`config.mk`:
```
export PLATFORM = sky130hd
export DESIGN_NAME = truth_table_sweeper
export DESIGN_NICKNAME = d
export VERILOG_FILES = /design/src/rtl/truth_table_sweeper.sv
export SDC_FILE = /design/constraint.sdc
export NUM_CORES = 1
export LEC_CHECK = 0
export ABC_AREA = 1
export ABC_CLOCK_PERIOD_IN_PS = 3940
export BUFFER_PORTS_ARGS = -buffer_cell sky130_fd_sc_hd__buf_2
export CAP_MARGIN = 40
export CORE_ASPECT_RATIO = 1.5
export CORE_MARGIN = 1.5
export CORE_UTILIZATION = 44
export DETAILED_ROUTE_END_ITERATION = 16
export GPL_ROUTABILITY_DRIVEN = 0
export HOLD_SLACK_MARGIN = 0.15
export PLACE_DENSITY = 0.75
export REMOVE_ABC_BUFFERS = 1
export SKIP_CTS_REPAIR_TIMING = 1
export SYNTH_ARGS = -nofsm -noshare
export SYNTH_HDL_FRONTEND = slang
export SYNTH_SLANG_ARGS = --single-unit
```
`constraint.sdc`:
```
create_clock -name clk -period 3.94 [get_ports clk]
set_input_delay 0.591 -clock clk [delete_from_list [all_inputs] [get_ports clk]]
set_output_delay 0.591 -clock clk [all_outputs]
set_load 0.02 [all_outputs]
```
`src/rtl/truth_table_sweeper.sv`:
```
// Self-check sequencer for the F(A,B,C,D) = PI M(0,1,2,8,10,12,14) function unit:
// sweeps ABCD 0..15, samples F after a settle time and compares against a golden table.
module truth_table_sweeper #(
    parameter int unsigned SETTLE   = 1,
    parameter logic [15:0] EXPECTED = 16'hAAF8
) (
    input  logic        clk,
    input  logic        rst,
    input  logic        start,
    input  logic        f_in,
    output logic [3:0]  abcd,
    output logic        busy,
    output logic        done,
    output logic [15:0] table_out,
    output logic [4:0]  mismatch_count,
    output logic [3:0]  first_fail,
    output logic        pass
);

    typedef enum logic [1:0] {
        S_IDLE   = 2'd0,
        S_WAIT   = 2'd1,
        S_SAMPLE = 2'd2,
        S_DONE   = 2'd3
    } state_t;

    // With no settle time every vector goes straight to SAMPLE.
    localparam logic [3:0] SETTLE_LAST = (SETTLE > 0) ? 4'(SETTLE - 1) : 4'd0;
    localparam state_t     FIRST_STATE = (SETTLE > 0) ? S_WAIT : S_SAMPLE;

    state_t      state_r;
    state_t      state_next_s;
    logic [3:0]  cnt_r;
    logic        miss_s;
    logic [4:0]  count_next_s;

    // Next-state logic and the per-sample mismatch evaluation.
    always_comb begin
        state_next_s = state_r;
        miss_s       = f_in ^ EXPECTED[abcd];
        count_next_s = mismatch_count + {4'd0, miss_s};
        case (state_r)
            S_IDLE: begin
                if (start) begin
                    state_next_s = FIRST_STATE;
                end else begin
                    state_next_s = S_IDLE;
                end
            end
            S_WAIT: begin
                if (cnt_r == SETTLE_LAST) begin
                    state_next_s = S_SAMPLE;
                end else begin
                    state_next_s = S_WAIT;
                end
            end
            S_SAMPLE: begin
                if (abcd == 4'd15) begin
                    state_next_s = S_DONE;
                end else begin
                    state_next_s = FIRST_STATE;
                end
            end
            S_DONE:  state_next_s = S_IDLE;
            default: state_next_s = S_IDLE;
        endcase
    end

    // State register.
    always_ff @(posedge clk) begin
        if (rst) begin
            state_r <= S_IDLE;
        end else begin
            state_r <= state_next_s;
        end
    end

    // Registered vector, settle counter and result outputs.
    always_ff @(posedge clk) begin
        if (rst) begin
            abcd           <= 4'd0;
            cnt_r          <= 4'd0;
            busy           <= 1'b0;
            done           <= 1'b0;
            table_out      <= 16'd0;
            mismatch_count <= 5'd0;
            first_fail     <= 4'd0;
            pass           <= 1'b0;
        end else begin
            case (state_r)
                S_IDLE: begin
                    done <= 1'b0;
                    abcd <= 4'd0;
                    if (start) begin
                        cnt_r          <= 4'd0;
                        busy           <= 1'b1;
                        table_out      <= 16'd0;
                        mismatch_count <= 5'd0;
                        first_fail     <= 4'd0;
                        pass           <= 1'b0;
                    end
                end
                S_WAIT: begin
                    cnt_r <= cnt_r + 4'd1;
                end
                S_SAMPLE: begin
                    table_out[abcd] <= f_in;
                    mismatch_count  <= count_next_s;
                    // Only the first mismatch of the sweep records its index.
                    if (miss_s && (mismatch_count == 5'd0)) begin
                        first_fail <= abcd;
                    end
                    if (abcd != 4'd15) begin
                        abcd  <= abcd + 4'd1;
                        cnt_r <= 4'd0;
                    end else begin
                        done <= 1'b1;
                        busy <= 1'b0;
                        pass <= (count_next_s == 5'd0);
                    end
                end
                S_DONE: begin
                    done <= 1'b0;
                    abcd <= 4'd0;
                end
                default: begin
                    done <= 1'b0;
                end
            endcase
        end
    end

endmodule

```
Word-level counts from Yosys, hierarchy flattened
Memory sizes are Yosys's and may differ from the RTL's. A register that Yosys moved wholly into a read port is not among the register bits.
Index checks and enable logic that the tools add are counted.

operators by class
  eq/ne operators = 9
  multiplexer cells = 29
  reduce and logical (&&, ||, !) cells = 16
  bitwise logic cells = 1
  $lt $le $gt $ge = 2
  $add $sub $neg = 3

operator list
  kind                                                  count
  case mux 16 bit (2 select lines)                      1
  2-to-1 mux 4 bit                                      6
  bitwise mux 16 bit                                    1
  2-to-1 mux 16 bit                                     1
  case mux 4 bit (2 select lines)                       2
  case mux 4 bit (3 select lines)                       1
  logical NOT 5 bit                                     2
  case mux 5 bit (2 select lines)                       1
  AND reduction 3 bit                                   3
  adder 4 x 1 -> 4 bit (second input constant)          2
  2-to-1 mux 1 bit                                      8
  != test 2 bit (second input constant)                 4
  case mux 2 bit (4 select lines)                       1
  case mux 1 bit (2 select lines)                       3
  AND reduction 2 bit                                   3
  adder 5 x 1 -> 5 bit                                  1
  < comparator 4 x 5 -> 1 bit (second input constant)   1
  2-to-1 mux 5 bit                                      1
  demux 1 bit (select 4 bit)                            1
  == test 2 bit (second input constant)                 2
  == test 4 bit (second input constant)                 1
  >= comparator 4 x 1 -> 1 bit (second input constant)  1
  logical NOT 4 bit                                     1
  2-to-1 mux 2 bit                                      2
  8 further kinds                                       10

storage, ports and cells
  ROM bits = 16
  memories kept = 1
  register bits = 38
  input port bits = 4
  output and inout bits = 32

memory list
  memory            depth  width  read ports  clocked after memory_dff  write ports  RTL line  source
  (name not given)  16     1      1           1                         0            40        miss_s = f_in ^ EXPECTED[abcd];

Logic depth before layout (Yosys ltp)
Gate-level depths: netlist of run 1.

  depth in word-level cells = 7
  depth in mapped cells = 12
  depth with buffers taken out = 11

Worst setup path before layout of run 1
Ideal clock, no wire load.

  path kind = input -> register
  start = in f_in
  end = reg pass
  setup time = 70 ps
  buffers on the path = 0
  arrival = 1,809 ps
  stages = 7
  slack = 2,061 ps
  cell sequence = xor2_4 ha_1 ha_1 or2_1 nor3_1 nand3_1 a21oi_1

between the ends
  word-level cells in the longest chain between the ends = 5

RTL lines
  what                             RTL line  source
  start: declaration               10        input logic f_in,
  XOR 1 bit                        40
  adder 5 x 1 -> 5 bit             41        count_next_s = mismatch_count + {4'd0, miss_s};
  logical NOT 5 bit                119       pass <= (count_next_s == 5'd0);
  2-to-1 mux 1 bit                 113       if (abcd != 4'd15) begin
  case mux 1 bit (2 select lines)  90        case (state_r)
  end signal: assignment           119
  end: declaration                 17        output logic pass

Every way passes these cells. The select of a mux whose other input is x is not followed.
A chain may end at the register's enable or synchronous reset.

Worst setup path after layout of run 1
  start = reg state_r[0]
  end = reg first_fail[0]

between the ends
  word-level cells in the longest chain between the ends = 3
  elaborated cells between the ends (all ways) = 7

RTL lines
  what                                                                         RTL line  source
  start: declaration                                                           31        state_t state_r;
  start signal: assignment                                                     74        state_r <= state_next_s;
  == test 2 bit / logical NOT 2 bit (equally long branches)                    90
  != test 2 bit (no source line) / nonzero test 2 bit (equally long branches)  -
  AND reduction 3 bit (no source line)                                         -
  end signal: assignment                                                       87        first_fail <= 4'd0;
  end signal: assignment                                                       99        first_fail <= 4'd0;
  end signal: assignment                                                       111       first_fail <= abcd;
  end: declaration                                                             16        output logic [3:0] first_fail,

Several ways; a longest one is shown, not always the timed one.

==> summary.md, run 1 <==
| Metric | Value |
|---|---|
| Starting Density | 0.4578 |
| Largest net degree at the start of global routing | 32 |
| Hold Slack | 466.0 ps |
| CP most frequent cell | nor2_2 |
| Die extent in x | between 50 and 60 um |
| Layout cells sized above 1 | 0.1844 |
| Largest delay contributor family on the critical path | simple AND/OR/NAND/NOR gates |
| Area of the die | 5114 um2 |
| Area share of and/or/nand/nor cells after synthesis | 0.3161 |
| Number of buffers created by CTS | 5 |
| Xor/xnor share of the synthesized area | 0.02609 |
| Hold path start | table_out[13]$_SDFFE_PP0P_ |
| Number of global-route vias before repair | about 1700 |
| Die height | a little under 90 um |
| Fmax | 0.4131 GHz |
| Largest family of logic cells by synthesized area | simple AND/OR/NAND/NOR gates |
| Slowest cell on crit path | nor2_2 |
| CP Capture Type | flop |
| Netlist Area Pre-Place | between 2000 and 2500 um2 |
| Final min period | around 2400 ps |
| Clock Path Buffers | 2 |
| Post-synthesis sequential area ratio | 0.3786 |
| Core area | roughly 4500 um2 |
| FF-to-FF setup slack | around 1500 ps |
| Final Max Tran Viols | 0 |
| # port buffers | 35 |
| Setup_tns | 0 ps |
| Total GRT Usage | 0.1784 |
| Worst-skew pair later-pin latency | 300 ps |
| Synth Area in Compound Gates | 0.1165 |
| Cell area power density | roughly 340 nW/um2 |
| Initial antenna violation count | 0 |
| Yosys Warn Count | 0 |
| CTS tree | built |
| Hold Path Sink | table_out[13]$_SDFFE_PP0P_ |
| RSZ-0062 raised after global routing | false |
| Mux cell area share after synthesis | 0 |
| Post-layout instance area | 2316 um2 |
| Worst-margin pin slew | between 800 and 900 ps |
| Residual DRC | 0 |
| CTS H-Tree Depth | 2 |
| Worst Reg2Reg Path Length in Cells | 7 |
| Crit path required time | approximately 4100 ps |
| Via count | approximately 1900 |
| Global-route wire length before repair | around 7000 um |
| Worst-path cell chain | inv_1 > ha_1 > nor2_2 > nor2_2 > nand2_2 > a22oi_1 > nor2_1 |
| Outcome | completed |
| Buffers & Inverters on Critical Path | 1 |
| Data arrival time of the worst path | between 2000 and 3000 ps |
| Rows | 30 |
| Final HPWL DP | around 3300 um |
| Period Utilization, post-route | 0.6143 |
| Hold path depth | 2 |
| Crit-path max FO | 20 |
| Reg2reg end | first_fail[0]$_SDFFE_PP0P_ |
| CP max stage delay | 700 ps |
| Syn Area/Cell | 7.210 um2 |
| Drt initial violations | 65 |
| Worst VDD drop | ~0.24 mV |
| DP Area | 2232 um2 |
| Max-Cap Viols | 0 |
| Final ANT Viol Nets | 0 |
| Synthesis-stage register bit count | 39 |
| CTS Sinks | 39 |
| IO Pins | 36 |
| CTS clock-pin slew for the worst setup and hold paths | around 80 ps |
| Worst min-delay path category | flop to flop |
| Grt ovf | 0 |
| R2r startpoint | state_r[0]$_SDFF_PP0_ |
| Nets@finish | approximately 340 |
| Number of diodes | 0 |
| Overall Power | 794.1 uW |
| Hold Vio Cnt, Final | 0 |
| Netlist cell types | 29 |
| Area growth from synthesis to layout | 12.32% |
| Worst rel slew slack | 0.4077 |
| Setup-failing EPs final | 0 |
| Critical path type | flop to flop |
| Mapped Cells | around 290 |
| Startpoint Class | flop |
| Vias per cell | between 5 and 6 |
| Total wire length | about 4400 um |
| DR pass1 iterations | 5 |
| Leakage | 0.001055 uW |
| Routed len/inst | about 12 um |
| Clock root buffer | clkbuf_8 |
| Skew final | 8.977 ps |
| Post-synthesis adder-cell area fraction | 0.07282 |
-- report_power, final --
| part | leakage [uW] | switching, uW | internal, uW |
|---|---|---|---|
| combinational | 0.000692 | 85.0 | 35.2 |
| sequential | 0.000315 | 6.23 | 404 |
| clock | 0.0000477 | 143 | 121 |
| total | 0.00105 | 234 | 560 |
-- how the worst max path moves through the flow --
stage | from | endpoint | slack (ps) | cells past startpoint
after floorplan | state_r[0]$_SDFF_PP0_ | first_fail[0]$_SDFFE_PP0P_ | 1970 | 7
after global placement | state_r[0]$_SDFF_PP0_ | first_fail[0]$_SDFFE_PP0P_ | 1610 | 7
after detailed placement | state_r[0]$_SDFF_PP0_ | first_fail[0]$_SDFFE_PP0P_ | 1550 | 7
after CTS | state_r[0]$_SDFF_PP0_ | first_fail[0]$_SDFFE_PP0P_ | 1540 | 7
after global routing | state_r[0]$_SDFF_PP0_ | first_fail[0]$_SDFFE_PP0P_ | 1300 | 7
final | state_r[0]$_SDFF_PP0_ | first_fail[0]$_SDFFE_PP0P_ | 1520 | 7
-- state kept, by name, indices dropped and copies added, names as in the netlist, named ones only --
signal          count
table_out          16
mismatch_count      5
abcd                4
cnt_r               4
first_fail          4
state_r             2
busy                1
done                1
pass                1
-- kinds of logic (layout without fill, tap and decap cells) --
family | count (synthesis) | after routing
flops | 39 | 39
simple gates | 145 | 145
buf+inv | 41 | 75
fa+ha+maj | 12 | 12
xor+xnor | 4 | 4
compound gates | 45 | 45
-- tightest hold or removal path, delay by kind of cell (launching register included) --
family / cells / cell delay [ps]
compound gates: 1 / 50
simple gates: 1 / 60
flops: 1 / 310
-- cells in the final DEF (no fill, tap or decap), drive strengths merged --
cell type  netlist  final
or2              1      1
clkinv           0      3
nand4            2      2
o21bai           2      2
buf              6     35
o21ai            9      9
nor2            41     41
a211oi           1      1
nand2           71     71
clkbuf           3      5
nor3             3      3
dfxtp           39     39
a22oi            1      1
nor3b            1      1
ha              12     12
inv             32     32
o21a             2      2
nand3           26     26
xor2             4      4
a21oi           30     30
-- per-layer routing --
metal  routed length, um  track usage  vias up
li1                    -            -      979
met1                1839       0.1950      869
met2                2324       0.3273       35
met3                 176      0.03134        7
met4                  65      0.07438        0
met5                   0            0        -
-- area by class of cell --
type / count / area, um2
Fill cell: 460 / 2188
Multi-Input combinational cell: 206 / 1096
Sequential cell: 39 / 780.7
Timing Repair Buffer: 35 / 175.2
Inverter: 32 / 120.1
Clock buffer: 5 / 68.82
Tap cell: 48 / 60.06
Clock inverter: 3 / 15.01
-- Yosys cell counts (all sizes together) --
library cell	number	share of area
xor2	4	0.026
clkbuf	3	0.0055
nor2	41	0.087
nor3	3	0.0073
o21ai	9	0.022
a211oi	1	0.0036
nand2	71	0.14
dfxtp	39	0.38
o21a	2	0.0073
o21bai	2	0.0073
buf	6	0.026
nor3b	1	0.0061
or2	1	0.0030
inv	32	0.058
nand4	2	0.0061
a22oi	1	0.0036
nand3	26	0.069
ha	12	0.073
a21oi	30	0.073
-- stage by stage --
| step | setup slack [ps] | instances | util |
|---|---|---|---|
| after floorplan | 1966 | 277 | - |
| after CTS | 1538 | 368 | 0.5142 |
| final | 1520 | 368 | 0.5142 |
| after global placement | 1608 | 360 | 0.4956 |
| after global routing | 1302 | 368 | 0.5142 |
| after detailed placement | 1546 | 360 | 0.4956 |
Note: power is estimated with default switching activity, not from simulation.
==> run 2: changes to the inputs <==
Settings changed: ABC_CLOCK_PERIOD_IN_PS 3940 to 2200, PLACE_DENSITY 0.75 to 0.78.
Clock period 3.94 ns to 2.2 ns, I/O delays scaled along.
==> run 2 against run 1 <==
- worst setup slack worse by 1300 ps
- routed wire length is 1.7% higher
- non-clock buffer count grew 3
- combinational power up 87%
- critical path depth unchanged
- largest power group unchanged
- highest routed layer unchanged
==> summary.md, run 2 (same netlist as run 1, synthesis figures left out) <==
| Metric | Value |
|---|---|
| Outcome | completed |
| Crit-path max FO | 17 (-15%) |
| FF-to-FF setup slack | 270 ps (-1250 ps) |
| Initial antenna violation count | 0 (unchanged) |
| Area growth from synthesis to layout | 15.96% |
| Worst min-delay path category | input port to flop |
| Setup-failing EPs final | 0 (unchanged) |
| Internal power | 1245 uW (+120%) |
| Final Util | 0.5308 (+0.01667) |
| Max-Cap Viols | 0 (unchanged) |
| Setup WS post-layout | 269.0 ps (-1251 ps) |
| Vias per cell | 5.030 (-2.1%) |
| Psw | 426.0 uW (+82%) |
| Most frequent cells in the layout | nand2_1, dfxtp_1, nor2_1, buf_2 |
| Number of diodes | 0 (unchanged) |
| Final HPWL DP | 3477 um (+6.7%) |
| Core area | 4504 um2 (unchanged) |
| Worst VDD drop | 0.4589 mV (+90%) |
| CP Capture Type | flop |
| Layout cells sized above 1 | 0.1920 (+0.007575) |
| Critical path type | flop to flop |
| Fmax | 0.5179 GHz (+25%) |
| Die height | 86.84 um (unchanged) |
| Final Max Tran Viols | 0 (unchanged) |
| Critical path destination | first_fail[0]$_SDFFE_PP0P_ |
| Worst-margin pin slew | 403.1 ps (-484.4 ps) |
| Post-Place Cells | 363 (+0.83%) |
| # port buffers | 35 (unchanged) |
| Worst Reg2Reg Path Length in Cells | 7 (unchanged) |
| Commonest non-fill, non-tap cell in the layout | nand2_1 |
| Combinational share of power | 0.134 (-0.017) |
| Crit path from | state_r[0]$_SDFF_PP0_ |
| Hold Vio Cnt, Final | 0 (unchanged) |
| Crit path required time | 2390 ps (-1740 ps) |
| Drt initial violations | 42 (-35%) |
| Grt ovf | 0 (unchanged) |
| Largest Register | table_out |
| Total wire length | 4483 um (+1.7%) |
| # fillers | 456 (-0.87%) |
| CTS Sinks | 39 (unchanged) |
| RSZ-0062 raised after global routing | false |
| Data arrival time of the worst path | 2120 ps (-490 ps) |
| Cell area power density | 698.7 nW/um2 (+100%) |
| Area of the die | 5114 um2 (unchanged) |
| Worst rel slew slack | 0.7310 (+0.3233) |
| Skew final | 6.548 ps (-2.429 ps) |
| Switching part of the total | 0.2550 (-0.03973) |
| Largest net degree at the start of global routing | 19 (-41%) |
| Rows | 30 (unchanged) |
| Final min period | 1931 ps (-489.4 ps) |
| CTS tree | built |
| Leakage | 0.001086 uW (+3.0%) |
| Top Registers | table_out x16, mismatch_count x5 |
| Worst-skew pair later-pin latency | 290 ps (about the same) |
| Final ANT Viol Nets | 0 (unchanged) |
| Non-Filler Instances | 371 (+0.82%) |
| Period Utilization, post-route | 0.8777 (+0.2634) |
| Routed len/inst | 12.08 um (+0.92%) |
| Global-route wire length before repair | 7693 um (+9.3%) |
| Clock root buffer | clkbuf_8 |
| CTS clock-pin slew for the worst setup and hold paths | 80 ps (about the same) |
| Die extent in x | 58.90 um (unchanged) |
| Number of buffers created by CTS | 5 (unchanged) |
| CTS H-Tree Depth | 2 (unchanged) |
| Nets@finish | 338 (+0.90%) |
| Power share of the clock group | 0.427 (+0.095) |
| Startpoint Class | flop |
| Reg2reg end | first_fail[0]$_SDFFE_PP0P_ |
| Number of flip-flops in the largest register | 16 (unchanged) |
| Share of power burned in registers | 0.440 (-0.076) |
| Residual DRC | 0 (unchanged) |
| IO Pins | 36 (unchanged) |
| Setup_tns | 0 ps (unchanged) |
| Setup WS pre-CTS | 265.4 ps (-1281 ps) |
| Number of global-route vias before repair | 1856 (+11%) |
| Total GRT Usage | 0.1925 (+0.01402) |
| DR pass1 iterations | 4 (-1) |
| Starting Density | 0.4578 (unchanged) |
| R2r startpoint | state_r[0]$_SDFF_PP0_ |
| Via count | 1866 (-1.3%) |
| Clock Path Buffers | 2 (unchanged) |
run 2: cell types whose count changed in the layout (fill, tap and decap cells not counted):
cell        change
clkinv_2        -3
buf_4           +3
bufinv_16       +2
clkinvlp_4      +1
run 2: how the worst min path moves through the flow:
| stage | from | to | slack [ps] | depth (start not counted) |
|---|---|---|---|---|
| after floorplan | rst | busy$_SDFFE_PP0P_ | 400 | 1 |
| after global placement | table_out[13]$_SDFFE_PP0P_ | table_out[13]$_SDFFE_PP0P_ | 450 | 2 |
| after detailed placement | table_out[13]$_SDFFE_PP0P_ | table_out[13]$_SDFFE_PP0P_ | 460 | 2 |
| after CTS | rst | abcd[0]$_SDFFE_PP0N_ | 380 | 4 |
| after global routing | rst | abcd[0]$_SDFFE_PP0N_ | 400 | 4 |
| final | rst | abcd[0]$_SDFFE_PP0N_ | 390 | 4 |
run 2: power by group through the flow:
stage | logic, uW | registers, uW | clock network [uW]
after detailed placement | 224 | 751 | 0
after global routing | 252 | 736 | 750
final | 224 | 735 | 713
after floorplan | 143 | 762 | 0
after CTS | 225 | 735 | 726
after global placement | 218 | 751 | 0
run 2: per-stage QoR:
step | hold slack (ps) | total power (uW) | instance area, um2
final | 389.9 | 1671 | 2391
after global routing | 396.4 | 1739 | 2391
after CTS | 381.5 | 1685 | 2391
after detailed placement | 456.1 | 975.0 | 2255
after global placement | 452.1 | 968.9 | 2255
after floorplan | 399.1 | 904.5 | 1997
run 2: worst max-delay path: stages (launching register included):
cell	delay [ps]
dfxtp_1	330
inv_1	80
ha_1	350
nor2_2	80
nor2_2	350
nand2_2	310
a22oi_1	250
nor2_1	70
run 2: layout make-up:
cell class | instances | area, um2 | share of cell area
Tap cell | 48 | 60.06 | 0.02512
Inverter | 32 | 120.1 | 0.05024
Clock buffer | 5 | 68.82 | 0.02878
Clock inverter | 3 | 67.56 | 0.02826
Timing Repair Buffer | 38 | 197.7 | 0.08268
Sequential cell | 39 | 780.7 | 0.3265
Multi-Input combinational cell | 206 | 1096 | 0.4584
run 2: routing by layer:
metal,up-vias,GRT usage,part of all wire
met5,-,0,0
met4,0,0.06818,0.016
met3,8,0.05075,0.045
met2,42,0.3586,0.54
met1,838,0.2000,0.40
li1,978,-,-
==> run 3: changes to the inputs <==
Settings changed: CORE_UTILIZATION 44 to 48, CTS_BUF_LIST from default to sky130_fd_sc_hd__clkbuf_8, PLACE_DENSITY 0.78 to 0.83.
==> run 3 against run 2 <==
- total power is 12% lower
- register-to-register slack better by 20 ps
- maximum frequency is 0.91% higher
- flip-flop and latch count stayed put
- global-route usage is 0.82 points higher
- routed wire length is 2.7% lower
- largest cell class unchanged
- critical path depth stayed put
- hold slack worse by 43 ps
- cell count is 0.81% lower
- combinational power is 2% lower
- via count is 1.5% higher
==> summary.md, run 3 (same netlist as run 1, synthesis figures left out) <==
| Metric | Value |
|---|---|
| Reg area | 780.7 um2 (unchanged) |
| Period Utilization, post-route | 0.8698 (-0.007916) |
| Final Max Tran Viols | 0 (unchanged) |
| Setup WS post-layout | 286.4 ps (+17.41 ps) |
| Via count | 1894 (+1.5%) |
| Nets@finish | 337 (-0.30%) |
| Setup-failing EPs final | 0 (unchanged) |
| Setup WS pre-CTS | 287.2 ps (+21.84 ps) |
| Reg2reg end | first_fail[0]$_SDFFE_PP0P_ |
| Psw | 402.1 uW (-5.6%) |
| Total GRT Usage | 0.2006 (+0.008176) |
| Rows | 29 (-3.3%) |
| Area growth from synthesis to layout | 13.71% |
| Top Registers | table_out x16, mismatch_count x5 |
| Commonest non-fill, non-tap cell in the layout | nand2_1 |
| CTS clock-pin slew for the worst setup and hold paths | 80 ps (about the same) |
| Share of power burned in registers | 0.498 (+0.058) |
| R2r startpoint | state_r[0]$_SDFF_PP0_ |
| Die height | 83.28 um (-4.1%) |
| Number of flip-flops in the largest register | 16 (unchanged) |
| Hold path start | rst |
| Setup_tns | 0 ps (unchanged) |
| Worst-skew pair later-pin latency | 290 ps (about the same) |
| IO Pins | 36 (unchanged) |
| Worst min-delay path category | input port to flop |
| Area of the die | 4706 um2 (-8.0%) |
| # fillers | 401 (-12%) |
| Power share of the clock group | 0.353 (-0.074) |
| Drt initial violations | 73 (+74%) |
| Hold Path Sink | mismatch_count[3]$_SDFFE_PP0P_ |
| Grt ovf | 0 (unchanged) |
| Switching part of the total | 0.2726 (+0.01765) |
| CTS tree | built |
| Final HPWL DP | 3270 um (-5.9%) |
| Startpoint Class | flop |
| Worst rel slew slack | 0.7347 (+0.003664) |
| Routed len/inst | 11.85 um (-2.0%) |
| Cell area power density | 628.9 nW/um2 (-10%) |
| Overall Power | 1475 uW (-12%) |
| Largest net degree at the start of global routing | 23 (+4) |
| Combinational share of power | 0.148 (+0.014) |
| Final min period | 1914 ps (-17.41 ps) |
| Crit-path max FO | 17 (unchanged) |
| Outcome | completed |
| DR pass1 iterations | 4 (unchanged) |
| Final ANT Viol Nets | 0 (unchanged) |
| Layout cells sized above 1 | 0.1863 (-0.005615) |
| Largest Register | table_out |
| Critical path type | flop to flop |
| CTS H-Tree Depth | 2 (unchanged) |
| Crit path required time | 2390 ps (about the same) |
| Vias per cell | 5.147 (+2.3%) |
| Die extent in x | 56.52 um (-4.0%) |
| RSZ-0062 raised after global routing | false |
| Multi-input gate area | 1096 um2 (unchanged) |
| Clock root buffer | clkbuf_8 |
| Residual DRC | 0 (unchanged) |
| Starting Density | 0.4942 (+0.03638) |
| Internal power | 1073 uW (-14%) |
| Worst VDD drop | 0.4341 mV (-5.4%) |
| Clock Path Buffers | 2 (unchanged) |
| Worst-margin pin slew | 397.6 ps (-5.490 ps) |
| Most frequent cells in the layout | nand2_1, dfxtp_1, nor2_1, buf_2, inv_1 |
| Initial antenna violation count | 0 (unchanged) |
| Number of diodes | 0 (unchanged) |
| Global-route wire length before repair | 7617 um (-0.99%) |
| FF-to-FF setup slack | 290 ps (+20 ps) |
| Data arrival time of the worst path | 2100 ps (-20 ps) |
| CTS Sinks | 39 (unchanged) |
| Skew final | 10.15 ps (+3.606 ps) |
| Hold path depth | 2 (-2) |
| Core area | 4173 um2 (-7.4%) |
| Total wire length | 4360 um (-2.7%) |
| Leakage | 0.001072 uW (-1.2%) |
| Worst Reg2Reg Path Length in Cells | 7 (unchanged) |
| CP Capture Type | flop |
| Number of global-route vias before repair | 1827 (-1.6%) |
| Max-Cap Viols | 0 (unchanged) |
| # port buffers | 35 (unchanged) |
| Number of buffers created by CTS | 5 (unchanged) |
| Hold Vio Cnt, Final | 0 (unchanged) |
| Fmax | 0.5226 GHz (+0.91%) |
==> run 3: power by group through the flow <==
stage	Sequential [uW]	Combinational, uW	Clock (uW)
floorplan	762	143	0
global placement	750	216	0
detailed placement	751	219	0
CTS	734	219	534
global route	736	245	568
finish	735	219	521
==> run 3: cell type report <==
class                      count  area share
tap                           46     0.02455
clock inverter                 1    0.001601
multi-input combinational    206      0.4674
timing repair buffer          37     0.08111
inverter                      32     0.05123
clock buffer                   7     0.04109
sequential                    39      0.3330
==> run 3: worst max-delay path by stage <==
stage	slack, ps	startpoint	endpoint	cells past startpoint
3_3_place_gp	300	f_in	pass$_SDFFE_PP0P_	8
3_5_place_dp	290	state_r[0]$_SDFF_PP0_	first_fail[0]$_SDFFE_PP0P_	7
5_1_grt	90	state_r[0]$_SDFF_PP0_	first_fail[0]$_SDFFE_PP0P_	7
2_1_floorplan	230	state_r[0]$_SDFF_PP0_	first_fail[0]$_SDFFE_PP0P_	7
6_report	290	state_r[0]$_SDFF_PP0_	first_fail[0]$_SDFFE_PP0P_	7
4_1_cts	280	state_r[0]$_SDFF_PP0_	first_fail[0]$_SDFFE_PP0P_	7
==> run 3: routing by layer <==
metal / track usage / vias up / routed length (um)
met4: 0.07576 / 0 / 93
met2: 0.3753 / 34 / 2299
met5: 0 / - / 0
li1: - / 979 / -
met1: 0.2126 / 873 / 1811
met3: 0.04050 / 8 / 155
==> run 3: stage by stage <==
step / std cells / instance area, um2 / util / hold WS, ps
after detailed placement: 360 / 2245 / 0.5379 / 451.4
after global routing: 368 / 2345 / 0.5619 / 350.5
after global placement: 360 / 2245 / 0.5379 / 453.8
final: 368 / 2345 / 0.5619 / 346.6
after floorplan: 277 / 1997 / - / 399.1
after CTS: 368 / 2345 / 0.5619 / 348.8
==> run 3: critical path: stages, from the launching register on <==
cell     delay [ps]
dfxtp_1         330
inv_1            80
ha_1            370
nor2_2           80
nor2_2          350
nand2_2         310
a22oi_1         240
nor2_1           60
